`src/rtl/count_window_ctrl.sv`:
```
`default_nettype none
// ============================================================================
// Module      : count_window_ctrl
// Description : Sequences one counting window for a ones-counter bank.
//               A window is requested with START while idle. The bank is
//               cleared for one cycle, then enabled on every valid stream bit
//               until LENGTH valid bits have been counted. A final one-cycle
//               CAPTURE marks the counter values as final. ABORT ends a
//               window early without DONE.
// Revision    : 1.0 - initial release
// ----------------------------------------------------------------------------
// Ports
//   CLK      in   1      clock, all state changes on the rising edge
//   RST      in   1      synchronous active-high reset
//   START    in   1      request a window (honoured only while idle)
//   ABORT    in   1      terminate the current window without DONE
//   LENGTH   in   LEN_W  number of valid bits to count, latched at start
//   SN_VALID in   1      stream bit valid this cycle
//   CNT_EN   out  1      counter bank enable
//   CNT_WE   out  1      counter bank load strobe
//   CNT_DIN  out  LEN_W  counter bank load value (always zero)
//   BUSY     out  1      window in progress (clear, run or finish)
//   DONE     out  1      sticky flag: last window completed normally
//   CAPTURE  out  1      one-cycle pulse: counter values final
//   REMAIN   out  LEN_W  valid bits still to be counted
//   CYCLES   out  LEN_W  cycles spent counting, stalls included
// ============================================================================
module count_window_ctrl #(
    parameter int LEN_W = 32
) (
    input  logic             CLK,
    input  logic             RST,
    input  logic             START,
    input  logic             ABORT,
    input  logic [LEN_W-1:0] LENGTH,
    input  logic             SN_VALID,
    output logic             CNT_EN,
    output logic             CNT_WE,
    output logic [LEN_W-1:0] CNT_DIN,
    output logic             BUSY,
    output logic             DONE,
    output logic             CAPTURE,
    output logic [LEN_W-1:0] REMAIN,
    output logic [LEN_W-1:0] CYCLES
);

    localparam logic [1:0] c_IDLE   = 2'd0;
    localparam logic [1:0] c_CLEAR  = 2'd1;
    localparam logic [1:0] c_RUN    = 2'd2;
    localparam logic [1:0] c_FINISH = 2'd3;

    localparam logic [LEN_W-1:0] c_ZERO = {LEN_W{1'b0}};
    localparam logic [LEN_W-1:0] c_ONE  = {{(LEN_W-1){1'b0}}, 1'b1};

    logic [1:0]       r_state;
    logic [LEN_W-1:0] r_remain;
    logic [LEN_W-1:0] r_cycles;
    logic             r_done;

    logic [1:0]       w_state_nxt;
    logic [LEN_W-1:0] w_remain_nxt;
    logic [LEN_W-1:0] w_cycles_nxt;
    logic             w_done_nxt;
    logic             w_cnt_en;
    logic             w_cnt_we;
    logic             w_capture;

    always_ff @(posedge CLK) begin
        if (RST) begin
            r_state  <= c_IDLE;
            r_remain <= c_ZERO;
            r_cycles <= c_ZERO;
            r_done   <= 1'b0;
        end else begin
            r_state  <= w_state_nxt;
            r_remain <= w_remain_nxt;
            r_cycles <= w_cycles_nxt;
            r_done   <= w_done_nxt;
        end
    end

    always_comb begin
        w_state_nxt  = r_state;
        w_remain_nxt = r_remain;
        w_cycles_nxt = r_cycles;
        w_done_nxt   = r_done;
        w_cnt_en     = 1'b0;
        w_cnt_we     = 1'b0;
        w_capture    = 1'b0;

        case (r_state)
            c_IDLE: begin
                // A simultaneous ABORT cancels the request before it starts.
                if (START && !ABORT) begin
                    w_state_nxt  = c_CLEAR;
                    w_remain_nxt = LENGTH;
                    w_cycles_nxt = c_ZERO;
                    w_done_nxt   = 1'b0;
                end
            end

            c_CLEAR: begin
                w_cnt_we = 1'b1;
                if (ABORT) begin
                    w_state_nxt = c_IDLE;
                end else if (r_remain == c_ZERO) begin
                    // Zero-length window skips counting entirely.
                    w_state_nxt = c_FINISH;
                end else begin
                    w_state_nxt = c_RUN;
                end
            end

            c_RUN: begin
                if (ABORT) begin
                    // Counters and status freeze where they are.
                    w_state_nxt = c_IDLE;
                end else begin
                    w_cnt_en     = SN_VALID;
                    w_cycles_nxt = r_cycles + c_ONE;
                    if (SN_VALID) begin
                        w_remain_nxt = r_remain - c_ONE;
                        if (r_remain == c_ONE) begin
                            w_state_nxt = c_FINISH;
                        end
                    end
                end
            end

            c_FINISH: begin
                // ABORT is deliberately ignored here: the count is complete.
                w_capture   = 1'b1;
                w_done_nxt  = 1'b1;
                w_state_nxt = c_IDLE;
            end

            default: begin
                w_state_nxt = c_IDLE;
            end
        endcase
    end

    assign CNT_EN  = w_cnt_en;
    assign CNT_WE  = w_cnt_we;
    assign CNT_DIN = c_ZERO;
    assign CAPTURE = w_capture;
    assign BUSY    = (r_state != c_IDLE);
    assign DONE    = r_done;
    assign REMAIN  = r_remain;
    assign CYCLES  = r_cycles;

endmodule
`default_nettype wire

```
`config.mk`:
```
export PLATFORM = sky130hd
export DESIGN_NAME = count_window_ctrl
export DESIGN_NICKNAME = d
export VERILOG_FILES = /design/src/rtl/count_window_ctrl.sv
export SDC_FILE = /design/constraint.sdc
export NUM_CORES = 1
export LEC_CHECK = 0
export CORE_ASPECT_RATIO = 1.4
export CORE_MARGIN = 10
export CORE_UTILIZATION = 40
export CTS_CLUSTER_DIAMETER = 150
export DETAILED_ROUTE_END_ITERATION = 6
export HOLD_SLACK_MARGIN = 0.06
export PLACE_DENSITY = 0.87
export SLEW_MARGIN = 20
export SYNTH_ARGS = -nofsm -noshare
export SYNTH_HDL_FRONTEND = slang
export SYNTH_SLANG_ARGS = --single-unit
```
`constraint.sdc`:
```
create_clock -name CLK -period 2 [get_ports CLK]
set_input_delay 0.3 -clock CLK [delete_from_list [all_inputs] [get_ports CLK]]
set_output_delay 0.3 -clock CLK [all_outputs]
set_load 0.05 [all_outputs]
```
After elaboration in Yosys (flattened, before gate mapping)
Cells that the tools add are included.
- $add $sub $neg: 2
- eq/ne operators: 9
- muxes and demuxes: 20
- reduce and logical (&&, ||, !) cells: 11
- operators by type and width (kind ; number):
    $mux 32 ; 5
    $pmux 32 s2 ; 2
    $add 32x1->32 const B ; 1
    $eq 32x1->1 const B ; 1
    $logic_not 32->1 ; 1
    $sub 32x1->32 const B ; 1
    $mux 2 ; 5
    $pmux 2 s4 ; 1
    $mux 1 ; 6
    $ne 2x2->1 const B ; 3
    $ne 3x3->1 const B ; 2
    $reduce_and 3->1 ; 2
    $reduce_bool 2->1 ; 3
    $eq 2x2->1 const B ; 2
    $reduce_and 4->1 ; 1
    $eq 2x1->1 const B ; 1
    $logic_not 2->1 ; 1
    $pmux 1 s2 ; 1
    $reduce_and 2->1 ; 1
    $logic_and 1x1->1 ; 1
    $logic_not 1->1 ; 1
- bits in registers: 67
- input bits: 37
- output and inout port bits: 101
- word-level logic and storage cells: 46

Longest topological paths before layout
Gate-level depths: netlist (run 1).
- word-level depth: 5
- mapped depth: 8
- mapped depth without buffers: 7

Worst setup path after synthesis (run 1)
Ideal clock, no wire load.
- path type: flip-flop to flip-flop
- from: register r_remain[0] (netlist: REMAIN[0])
- to: register r_remain[30] (netlist: REMAIN[30])
- library setup time: 74 ps
- arrival: 2267 ps
- required time: 1926 ps
- slack: -342 ps
- cell stages (with the launch flop): 8
- buffers on the path: 0
- clock period less this slack: 2342 ps
- cell sequence: dfxtp_1 > inv_1 > ha_1 > nor3b_4 > nand3_4 > or3_4 > or4_1 > a31oi_1
- longest elaborated chain between the ends: 4
- ends and longest elaborated chain (item ; line ; text):
    start: declaration ; 56 ; logic [LEN_W-1:0] r_remain;
    start signal: assignment ; 71 ; r_remain <= c_ZERO;
    start signal: assignment ; 76 ; r_remain <= w_remain_nxt;
    $sub 32x1->32 ; 122 ; w_remain_nxt = r_remain - c_ONE;
    $mux 32 ; 121 ; if (SN_VALID) begin
    $mux 32 ; 115 ; if (ABORT) begin
    $pmux 32 s2 ; 91 ; case (r_state)
No other way between the ends. The select of a mux whose other input is x is not followed.
A chain may end at the register's enable or synchronous reset.

Worst setup path after layout (run 1)
- from: register r_remain[30] (netlist: REMAIN[30])
- to: output port REMAIN[30]
- RTL lines (item ; line ; text):
    end: declaration ; 43 ; output logic [LEN_W-1:0] REMAIN,
No word-level cell between the ends.

==> metrics.yaml, run 1 <==
worst-path-max-fanout: 6
final_util_pct: 60.7
grt_start_max_net_pins: 49
crit_buf_inv: 1
cp_top_family: "buffers and inverters"
cp-startpoint: "REMAIN[30]$_SDFFE_PP0P_"
grt_pass1_vias: 4539
drv_cap: 0
max_stage_delay_ns: 0.86
clkPwrFrac_pct: 40.7
hold_depth: 2
crit_arrival_ns: 1.67
multi_input_area_sq_mm: 0.00252
syn_inst: 515
initial_core_util_pct: 40.6
fillers: 853
synthFlopType: "dfxtp_1"
slew_violations: 0
post-dp-hpwl_microns: 10800
ys_types: 62
drtAntennaViolNets: 0
num_vias: 4501
diodes: 0
placed_cells: 781
synth-edff-count: 0
combPwrFrac_pct: 27.5
swShare_pct: 33.0
fin_ws_ns: 0.0298
power.density_mw_per_mm2: 762
reg2reg_slack_ns: 0.06
io_pins: 138
regToRegStartpoint: "REMAIN[1]$_SDFFE_PP0P_"
min_from: "DONE$_SDFFE_PP0P_"
finalHoldViolations: 0
grt.overflow.total: 0
synthArstFlopShare_pct: 0
syn_to_final_growth_pct: 49.4
drt-pass1-iter-count: 5
cts_tree: "built"
clock.fmax_mhz: 508
drc: 0
die_w_microns: 105
track_usage_pct: 18.9
synth_area_per_cell_sq_um: 7.77
ys_ff_latch: 67
rr_worst_depth: 7
core_area_sq_mm: 0.00985
place.gp.congestion: 0.890
routedWlPerCell_microns: 17.7
crit_chain: "clkdlybuf4s50_1"
grt_pass1_wl_microns: 22900
fin_skew_ns: 0.00667
vias_per_cell: 5.63
setup_viol: 0
pwr-share-seq_pct: 31.8
seq_area_frac_synth_pct: 33.5
antenna_found_initial: 0
min_to: "DONE$_SDFFE_PP0P_"
period_share_pct: 98.5
cts.reportedPaths.clkPinSlew_ns: 0.06
worst_ep_required_time_ns: 1.70
clockRootBuffer: "clkbuf_16"
routed_wl_microns: 14100
irDropWorstVdd_mv: 0.465
synth_warnings: 0
clock_latency_ns: 0.34
cts_buffer_depth: 2
r2r-end: "REMAIN[30]$_SDFFE_PP0P_"
crit_slowest_cell: "clkdlybuf4s50_1"
p_switching_uw: 1500
p_int_uw: 3050
numPortBuffers: 105
cp-end-kind: "output port"
post-place-ws_ns: -0.302
crit_type: "register to output port"
status: "finished, final reports clean"
syn_area_sq_mm: 0.00400
rsz0062_at_grt: "true"
ff_latch_area_sq_mm: 0.00139
drt_iter0_markers: 320
rows: 43
worstSetupStartpointType: "register"
dieArea_sq_mm: 0.0145
htree_levels: 3
maxSlewHeadroom_pct: 60.9
worst_slew_pin_slew_ns: 0.584
cts_buffers: 9
die_h_microns: 138
period_minus_slack_ns: 1.97
drive_gt1_share_pct: 21.8
fin_cells: 799
p_leak_uw: 0.00236
hold_class: "register to register"
nNetsFinal: 699
clkSinkCount: 67
-- cells in the final DEF (no fill, tap or decap), types with 5 or more instances in the layout --
cell,Yosys,final
or3_1,6,6
dfxtp_1,67,46
o31ai_1,5,5
o21ai_0,25,24
a211oi_1,10,10
a31oi_1,9,9
buf_4,32,59
a22oi_1,5,5
and3_1,10,10
or4_1,7,5
buf_12,0,6
conb_1,1,32
o211ai_1,6,6
clkbuf_16,0,9
nand3_1,29,28
xor2_1,15,15
xnor2_1,5,5
nand2_1,55,54
nor2_1,60,57
clkdlybuf4s50_1,0,90
nor4_1,11,5
nand4_1,12,12
dfxtp_2,0,14
a21oi_1,24,24
inv_1,11,8
nor3_1,18,14
dfxtp_4,0,7
nor4_2,1,7
-- cells by family (layout without fill, tap and decap cells) --
kind of cell,count (synthesis),count (layout),synth area share [%]
fa+ha+maj,3,3,0.938
other cells,1,32,0.0937
buf+inv,68,186,9.42
xor+xnor,20,20,4.38
compound gates,117,117,19.6
mux,6,6,1.56
simple gates,233,233,30.5
flops,67,67,33.5
-- sequential cells by signal (all words and copies together), names as in the netlist --
signal and cells:
CYCLES 32, DONE 1, REMAIN 32, r_state 2
-- cell usage after synthesis (3+ instances only) --
| library cell | number | area, sq um |
|---|---|---|
| a211oi_1 | 10 | 75.1 |
| a21oi_1 | 24 | 120 |
| a22oi_1 | 5 | 37.5 |
| a31oi_1 | 9 | 56.3 |
| a32o_1 | 4 | 40.0 |
| and2_1 | 3 | 18.8 |
| and3_1 | 10 | 62.6 |
| and4_1 | 3 | 26.3 |
| buf_4 | 32 | 240 |
| clkbuf_1 | 22 | 82.6 |
| dfxtp_1 | 67 | 1340 |
| ha_1 | 3 | 37.5 |
| inv_1 | 11 | 41.3 |
| mux2i_1 | 4 | 40.0 |
| nand2_1 | 55 | 206 |
| nand3_1 | 29 | 145 |
| nand4_1 | 12 | 75.1 |
| nor2_1 | 60 | 225 |
| nor3_1 | 18 | 90.1 |
| nor4_1 | 11 | 68.8 |
| o211ai_1 | 6 | 45.0 |
| o21ai_0 | 25 | 125 |
| o22ai_1 | 4 | 25.0 |
| o31ai_1 | 5 | 37.5 |
| o32ai_1 | 3 | 26.3 |
| o41ai_1 | 3 | 26.3 |
| or3_1 | 6 | 37.5 |
| or4_1 | 7 | 52.6 |
| xnor2_1 | 5 | 43.8 |
| xor2_1 | 15 | 131 |
-- power groups by stage --
stage / registers, uW / logic (uW) / clock network, uW
2_1_floorplan: 1620 / 625 / 0
5_1_grt: 1460 / 1340 / 1920
3_5_place_dp: 1470 / 1210 / 0
3_3_place_gp: 1470 / 1190 / 0
4_1_cts: 1450 / 1210 / 1850
6_report: 1450 / 1250 / 1850
-- worst reg2reg max path: cells and delay by family (launching register included) --
family | cells | cell delay [ns]
DFF | 1 | 0.37
and+or+nand+nor | 4 | 1.16
AOI/OAI and AO/OA | 1 | 0.14
adders and majority gates | 1 | 0.15
buffers and inverters | 1 | 0.07
-- worst max-delay path by stage --
stage | endpoint | slack, ns | cells after the start
floorplan | REMAIN[30]$_SDFFE_PP0P_ | -0.06 | 7
global placement | CYCLES[31]$_SDFFE_PP0P_ | -0.30 | 6
detailed placement | CYCLES[31]$_SDFFE_PP0P_ | -0.30 | 6
CTS | REMAIN[13] | 0.02 | 1
global route | REMAIN[30]$_SDFFE_PP0P_ | -0.05 | 7
finish | REMAIN[30] | 0.03 | 1
-- through the flow --
| stage | hold slack (ns) | total power (uW) | TNS, ns | cell area (sq um) |
|---|---|---|---|---|
| 3_3_place_gp | 0.472 | 2660 | -3.14 | 5530 |
| 3_5_place_dp | 0.493 | 2680 | -4.05 | 5530 |
| 4_1_cts | 0.504 | 4510 | 0 | 5870 |
| 2_1_floorplan | 0.471 | 2250 | -0.0553 | 4200 |
| 5_1_grt | 0.530 | 4710 | -0.0777 | 5970 |
| 6_report | 0.501 | 4550 | 0 | 5970 |
-- cell type report --
| cell class | instances | area share (%) |
|---|---|---|
| clock inverters | 7 | 1.93 |
| inverters | 11 | 0.775 |
| clock buffers | 9 | 3.77 |
| well taps | 135 | 2.83 |
| flip-flops and latches | 67 | 23.2 |
| repair buffers | 159 | 25.3 |
| multi-input cells | 411 | 42.2 |
-- timing repair --
action	CTS	global route
setup buffers	0	2
hold buffers	0	0
resized for setup	2	22
pin swaps	0	5
cloned	0	0
setup endpoints to repair	2	16
-- metal layers --
layer | part of all wire, % | up-vias | global-route usage [%]
met2 | 51 | 193 | 32.7
met1 | 38 | 2154 | 20.3
li1 | - | 2116 | -
met3 | 7.4 | 38 | 6.00
met5 | 0 | - | 0
met4 | 3.1 | 0 | 9.04
Note: power is estimated with default switching activity, not from simulation.
==> inputs of run 2 (changes only) <==
--- a/config.mk
+++ b/config.mk
@@ -12,6 +12,7 @@
 export DETAILED_ROUTE_END_ITERATION = 6
 export HOLD_SLACK_MARGIN = 0.06
 export PLACE_DENSITY = 0.87
+export RECOVER_POWER = 100
 export SLEW_MARGIN = 20
 export SYNTH_ARGS = -nofsm -noshare
 export SYNTH_HDL_FRONTEND = slang
==> run 2 against run 1 <==
Effect of this change: design area decreased by 1.6%; core utilization decreased by 0.95 points; total power is 0.75% lower; first-iteration DRC count down 4.1%; final cell count unchanged; global-route usage unchanged; setup slack gained 0.0069 ns; largest cell class unchanged; clock skew barely moved; register-to-register slack about the same.
==> metrics.yaml, run 2 (same netlist as run 1, synthesis figures left out) <==
crit_type: "input pin to register"  # was register to output port
hold_class: "register to register"  # unchanged
routed_wl_microns: 14100  # about the same
clkSinkCount: 67  # unchanged
min_from: "DONE$_SDFFE_PP0P_"  # unchanged
worst-path-max-fanout: 8  # was 6
diodes: 0  # unchanged
nNetsFinal: 699  # unchanged
clock.fmax_mhz: 509  # was 508 MHz
grt_pass1_vias: 4539  # unchanged
place.gp.congestion: 0.890  # unchanged
cts_tree: "built"  # unchanged
initial_core_util_pct: 40.6  # unchanged
track_usage_pct: 18.9  # unchanged
worstSetupStartpointType: "input pin"  # was register
period_share_pct: 98.2  # was 98.5%
drive_gt1_share_pct: 20.0  # was 21.8%
fin_skew_ns: 0.00634  # was 0.00667 ns
placed_area_sq_mm: 0.00553  # unchanged
cp-end-kind: "register"  # was output port
crit_arrival_ns: 2.19  # was 1.67 ns
slew_violations: 0  # unchanged
drt-pass1-iter-count: 5  # unchanged
holdBufCountCts: 0  # unchanged
cts.reportedPaths.clkPinSlew_ns: 0.06  # about the same
htree_levels: 3  # unchanged
num_vias: 4506  # was 4501
regToRegStartpoint: "REMAIN[0]$_SDFFE_PP0P_"  # was REMAIN[1]$_SDFFE_PP0P_
syn_to_final_growth_pct: 47.0  # was 49.4%
irDropWorstVdd_mv: 0.448  # was 0.465 mV
fin_tns_setup_ns: 0  # unchanged
grt.overflow.total: 0  # unchanged
rows: 43  # unchanged
worst_slew_pin_slew_ns: 0.678  # was 0.584 ns
fin_ws_ns: 0.0368  # was 0.0298 ns
final_area_sq_mm: 0.00588  # was 0.00597 sq mm
status: "finished, final reports clean"  # unchanged
vias_per_cell: 5.64  # was 5.63
period_minus_slack_ns: 1.96  # was 1.97 ns
numPortBuffers: 105  # unchanged
core_area_sq_mm: 0.00985  # unchanged
post-dp-hpwl_microns: 10800  # unchanged
die_w_microns: 105  # unchanged
drtAntennaViolNets: 0  # unchanged
cts_buffers: 9  # unchanged
grt_start_max_net_pins: 49  # unchanged
p_leak_uw: 0.00229  # was 0.00236 uW
fin_cells: 799  # unchanged
power.density_mw_per_mm2: 769  # was 762 mW/mm^2
setup_viol: 0  # unchanged
drv_cap: 0  # unchanged
cp-startpoint: "ABORT"  # was REMAIN[30]$_SDFFE_PP0P_
drt_iter0_markers: 307  # was 320
post-place-ws_ns: -0.302  # unchanged
die_h_microns: 138  # unchanged
clock_latency_ns: 0.34  # about the same
layout_commonest_cell: "clkdlybuf4s50_1"  # unchanged
grt_pass1_wl_microns: 22900  # unchanged
reg2reg_slack_ns: 0.06  # about the same
rsz0062_at_grt: "true"  # unchanged
final_util_pct: 59.7  # was 60.7%
io_pins: 138  # unchanged
layout_common_cells: "clkdlybuf4s50_1 (77), nor2_1 (57), nand2_1 (54), dfxtp_1 (46), buf_4 (43)"  # was clkdlybuf4s50_1 (90), buf_4 (59), nor2_1 (57), nand2_1 (54), dfxtp_1 (46)
worst_ep_required_time_ns: 2.23  # was 1.70 ns
clockRootBuffer: "clkbuf_16"  # unchanged
finalHoldViolations: 0  # unchanged
antenna_found_initial: 0  # unchanged
routedWlPerCell_microns: 17.7  # about the same
cts_buffer_depth: 2  # unchanged
maxSlewHeadroom_pct: 55.0  # was 60.9%
drc: 0  # unchanged
dieArea_sq_mm: 0.0145  # unchanged
placed_cells: 781  # unchanged
[run 2: cell count changes in the layout (fill, tap and decap cells not counted)]
cell / change
clkbuf_4: +1
or2_1: -1
or2_0: +1
clkbuf_1: +15
dlygate4sd3_1: +13
dlymetal6s2s_1: -3
clkbuf_2: +4
clkdlybuf4s50_1: -13
buf_4: -16
buf_12: -1
and2_0: +1
and2_1: -1
[run 2: worst paths after layout]
kind                        endpoint  cells after the start
max reg2reg  REMAIN[30]$_SDFFE_PP0P_                      7
min                DONE$_SDFFE_PP0P_                      2
min reg2reg        DONE$_SDFFE_PP0P_                      2
max           CYCLES[9]$_SDFFE_PP0P_                      8
[run 2: where the power goes]
group	total [uW]	internal, uW	switching, uW	leakage, uW
clock network	1850	1220	630	0.000170
registers	1450	1380	69.7	0.000556
logic	1230	433	792	0.00156
total	4520	3030	1490	0.00229
[run 2: layout make-up]
cell class	instances	area [sq um]
Sequential cell	67	1390
Timing Repair Buffer	159	1420
Multi-Input combinational cell	411	2520
Tap cell	135	169
Clock inverter	7	115
Inverter	11	46.3
Fill cell	862	3970
Clock buffer	9	225
[run 2: repair_timing]
action | 4_1_cts | 5_1_grt
setup buffers | 0 | 2
gates resized for setup | 2 | 22
setup endpoints to repair | 2 | 16
cloned | 0 | 0
pin swaps | 0 | 5
[run 2: per-stage QoR]
step                      hold WS [ns]  power (uW)
after floorplan                  0.471        2250
after global placement           0.472        2660
after detailed placement         0.493        2680
after CTS                        0.504        4510
after global routing             0.524        4680
final                            0.494        4520
[run 2: layer usage]
layer	vias to the layer above	GRT usage [%]	share of wire (%)
li1	2118	-	-
met1	2141	20.3	39
met2	207	32.7	51
met3	40	6.00	6.7
met4	0	9.04	3.2
met5	-	0	0
[run 2: critical path, cell delays in order]
cell and delay [ns]:
clkdlybuf4s50_1 0.45, or2_0 0.30, buf_4 0.17, nor4_2 0.37
buf_4 0.24, nand3_1 0.12, xor2_1 0.18, nor2_1 0.06
==> RTL change: new RTL, settings of run 2 <==
The parameter `LEN_W` goes from 32 to 64.
--- a/src/rtl/count_window_ctrl.sv
+++ b/src/rtl/count_window_ctrl.sv
@@ -26,7 +26,7 @@
 //   CYCLES   out  LEN_W  cycles spent counting, stalls included
 // ============================================================================
 module count_window_ctrl #(
-    parameter int LEN_W = 32
+    parameter int LEN_W = 64
 ) (
     input  logic             CLK,
     input  logic             RST,
Interface: changed (resized CNT_DIN, CYCLES, LENGTH and REMAIN); port bits go from 138 to 266. No check against the original RTL was run, so the function may have changed too.
==> RTL change against run 2 <==
The flow now finishes with violations (negative setup slack). Synthesized area grew 100%. Synthesized cell count rose by 100%. Sequential share of layout area fell by 3.0 points. Die area increased by 83%. Cell area increased by 130%. Register-to-register slack got worse by 0.39 ns. Critical path depth did not move. Setup slack got worse by 0.37 ns. Combinational power grew to 2.7 times the old value. Sequential cell count grew 64. Power grew 110%. Wire length rose to 2.9 times the old value. Critical path type is now reg -> reg.
==> RTL change: results (changes against run 2) <==
Pwr:
- The leakage component of the power is 5.27 nW (was 2.29 nW).
- The maximum resistive drop on vdd is 0.603 mV (was 0.448 mV).

Critical path:
- The slowest cell on the critical path is or4_4 (was clkdlybuf4s50_1).
- The highest fanout seen on the critical path is 5 (was 8).
- The largest stage delay on the critical path is 0.59 ns (was 0.45 ns).
- The family with the most delay on the worst path is simple AND/OR/NAND/NOR gates (was buffers and inverters).
- The worst endpoint data arrival time is 2.70 ns (was 2.19 ns).

Cells and area:
- The number of filler cells placed in the layout is 1,431 (was 862).
- The fraction of layout cells with a size suffix above 1 is 34.9% (was 20.0%).
- The final layout net count is 1,521 (was 699).

Min path:
- The path type of the worst min-delay path is in -> reg (was reg -> reg).

STA:
- The worst relative slew slack is 47.2% (was 55.0%).
- The sum of negative setup slack came to -13.85 ns (was 0 ns).
- The worst clock skew is 0.0124 ns (was 0.00634 ns).
- The final critical-path setup slack is -0.333 ns (was 0.0368 ns).
- The final setup violation count is 86 (was 0).

Placement:
- The placer congestion estimate was 0.969 (was 0.890).
- The placed wire-length estimate after detailed placement is 25,900 um (was 10,800 um).
- The count of input and output buffers is 201 (was 105).

Clock tree:
- The number of clock buffers inserted by TritonCTS was 17 (was 9).
- The H-tree depth came to 4 (was 3).
- The buffer depth of the longest clock path is 2 (unchanged).
- The clock insertion delay at the later pin of the skew report is 0.44 ns (was 0.34 ns).

Status:
- Result of the run: finished, violations left (was complete, no violations).
- The final reports fail on negative setup slack.

Global routing:
- The overall global routing resource usage is 25.2% (was 18.9%).
- The via count of the first global-routing pass is 10,500 (was 4,539).
- The maximum number of pins on one net before global-route repair is 57 (was 49).
- The global-route wire length before repair came to 55,200 um (was 22,900 um).
- The initial antenna violation count is 2 (was 0).

Synthesis:
- Synth area leaders: dfxtp_1, buf_4, a21oi_1 (was dfxtp_1, buf_4, nor2_1).
- The unique cell type count in the Yosys netlist came to 71 (was 62).
- Most numerous cell types in the synthesized netlist: dfxtp_1, nor2_1, a21oi_1 (was dfxtp_1, nor2_1, nand2_1).
- The sequential cell area fraction in the yosys report is 32.4% (was 33.5%).

Route:
- The DRC violations left was 0 (unchanged).
- The wire length per cell after detailed routing is 24.0 um (was 17.7 um).
- The violation count after the first detailed-route iteration is 1,559 (was 307).
- The via count of the routed design came to 11,200 (was 4,506).
- The number of detailed-routing iterations run before antenna repair is 6 (was 5).
[RTL change: through the flow]
stage / power [W] / setup WS (ns) / hold WS, ns / instance area, um2 / cells
after floorplan: 0.00445 / -0.324 / 0.450 / 8700 / 1114
after global placement: 0.00552 / -0.302 / 0.455 / 11900 / 1642
after detailed placement: 0.00555 / -0.397 / 0.462 / 11900 / 1642
after CTS: 0.00899 / -0.273 / 0.373 / 12900 / 1692
after global routing: 0.00958 / -0.408 / 0.388 / 13500 / 1714
final: 0.00934 / -0.333 / 0.399 / 13500 / 1714
[RTL change: where the power goes]
part	switching (W)	internal, W
Clock	0.00150	0.00175
Combinational	0.00207	0.00126
Sequential	0.0000838	0.00267
[RTL change: kinds of logic (layout without fill, tap and decap cells)]
group / count (synthesis) / in the layout / share of synthesized area, %
buf+inv: 157 / 504 / 10.3
mux: 4 / 4 / 0.510
simple gates: 472 / 473 / 32.5
flops: 131 / 131 / 32.4
fa+ha+maj: 3 / 3 / 0.464
other cells: 1 / 64 / 0.0463
compound gates: 247 / 247 / 19.9
xor+xnor: 36 / 36 / 3.89
[RTL change: final cells by class]
class                           instances  area [um2]  area share [%]
Inverter                               21        81.3           0.604
Tap cell                              252         315            2.34
Sequential cell                       131        2770            20.6
Clock inverter                         14         158            1.17
Multi-Input combinational cell        827        5870            43.6
Clock buffer                           18         450            3.35
Timing Repair Buffer                  451        3820            28.4
[RTL change: final timing paths]
| check | start | end | slack, ns | cells after the start |
|---|---|---|---|---|
| setup / recovery | REMAIN[17] | REMAIN[34] | -0.33 | 8 |
| hold / removal | RST | REMAIN[56] | 0.40 | 3 |
| setup reg to reg | REMAIN[17] | REMAIN[34] | -0.33 | 8 |
| hold reg to reg | CYCLES[0] | CYCLES[0] | 0.47 | 1 |
[RTL change: worst reg2reg max path, cell delays in order (launching register included)]
cell,delay [ns]
dfxtp_4,0.34
or4_4,0.59
buf_6,0.17
nor4_4,0.14
buf_6,0.17
buf_12,0.11
nand3_4,0.12
or4_4,0.47
a31oi_4,0.15
[RTL change: repair_timing]
action | 4_1_cts | 5_1_grt
hold endpoints to repair | 0 | 0
endpoints found under the setup margin | 126 | 92
pin swaps | 49 | 50
resized for setup | 125 | 144
gates cloned | 1 | 4
buffers inserted | 19 | 21
[RTL change: metal layers]
metal	share of wire, %	vias up	track usage (%)
met4	6.6	4	14.8
met2	49	1006	42.9
li1	-	4670	-
met3	11	295	7.35
met5	0.083	-	0
met1	34	5219	27.1
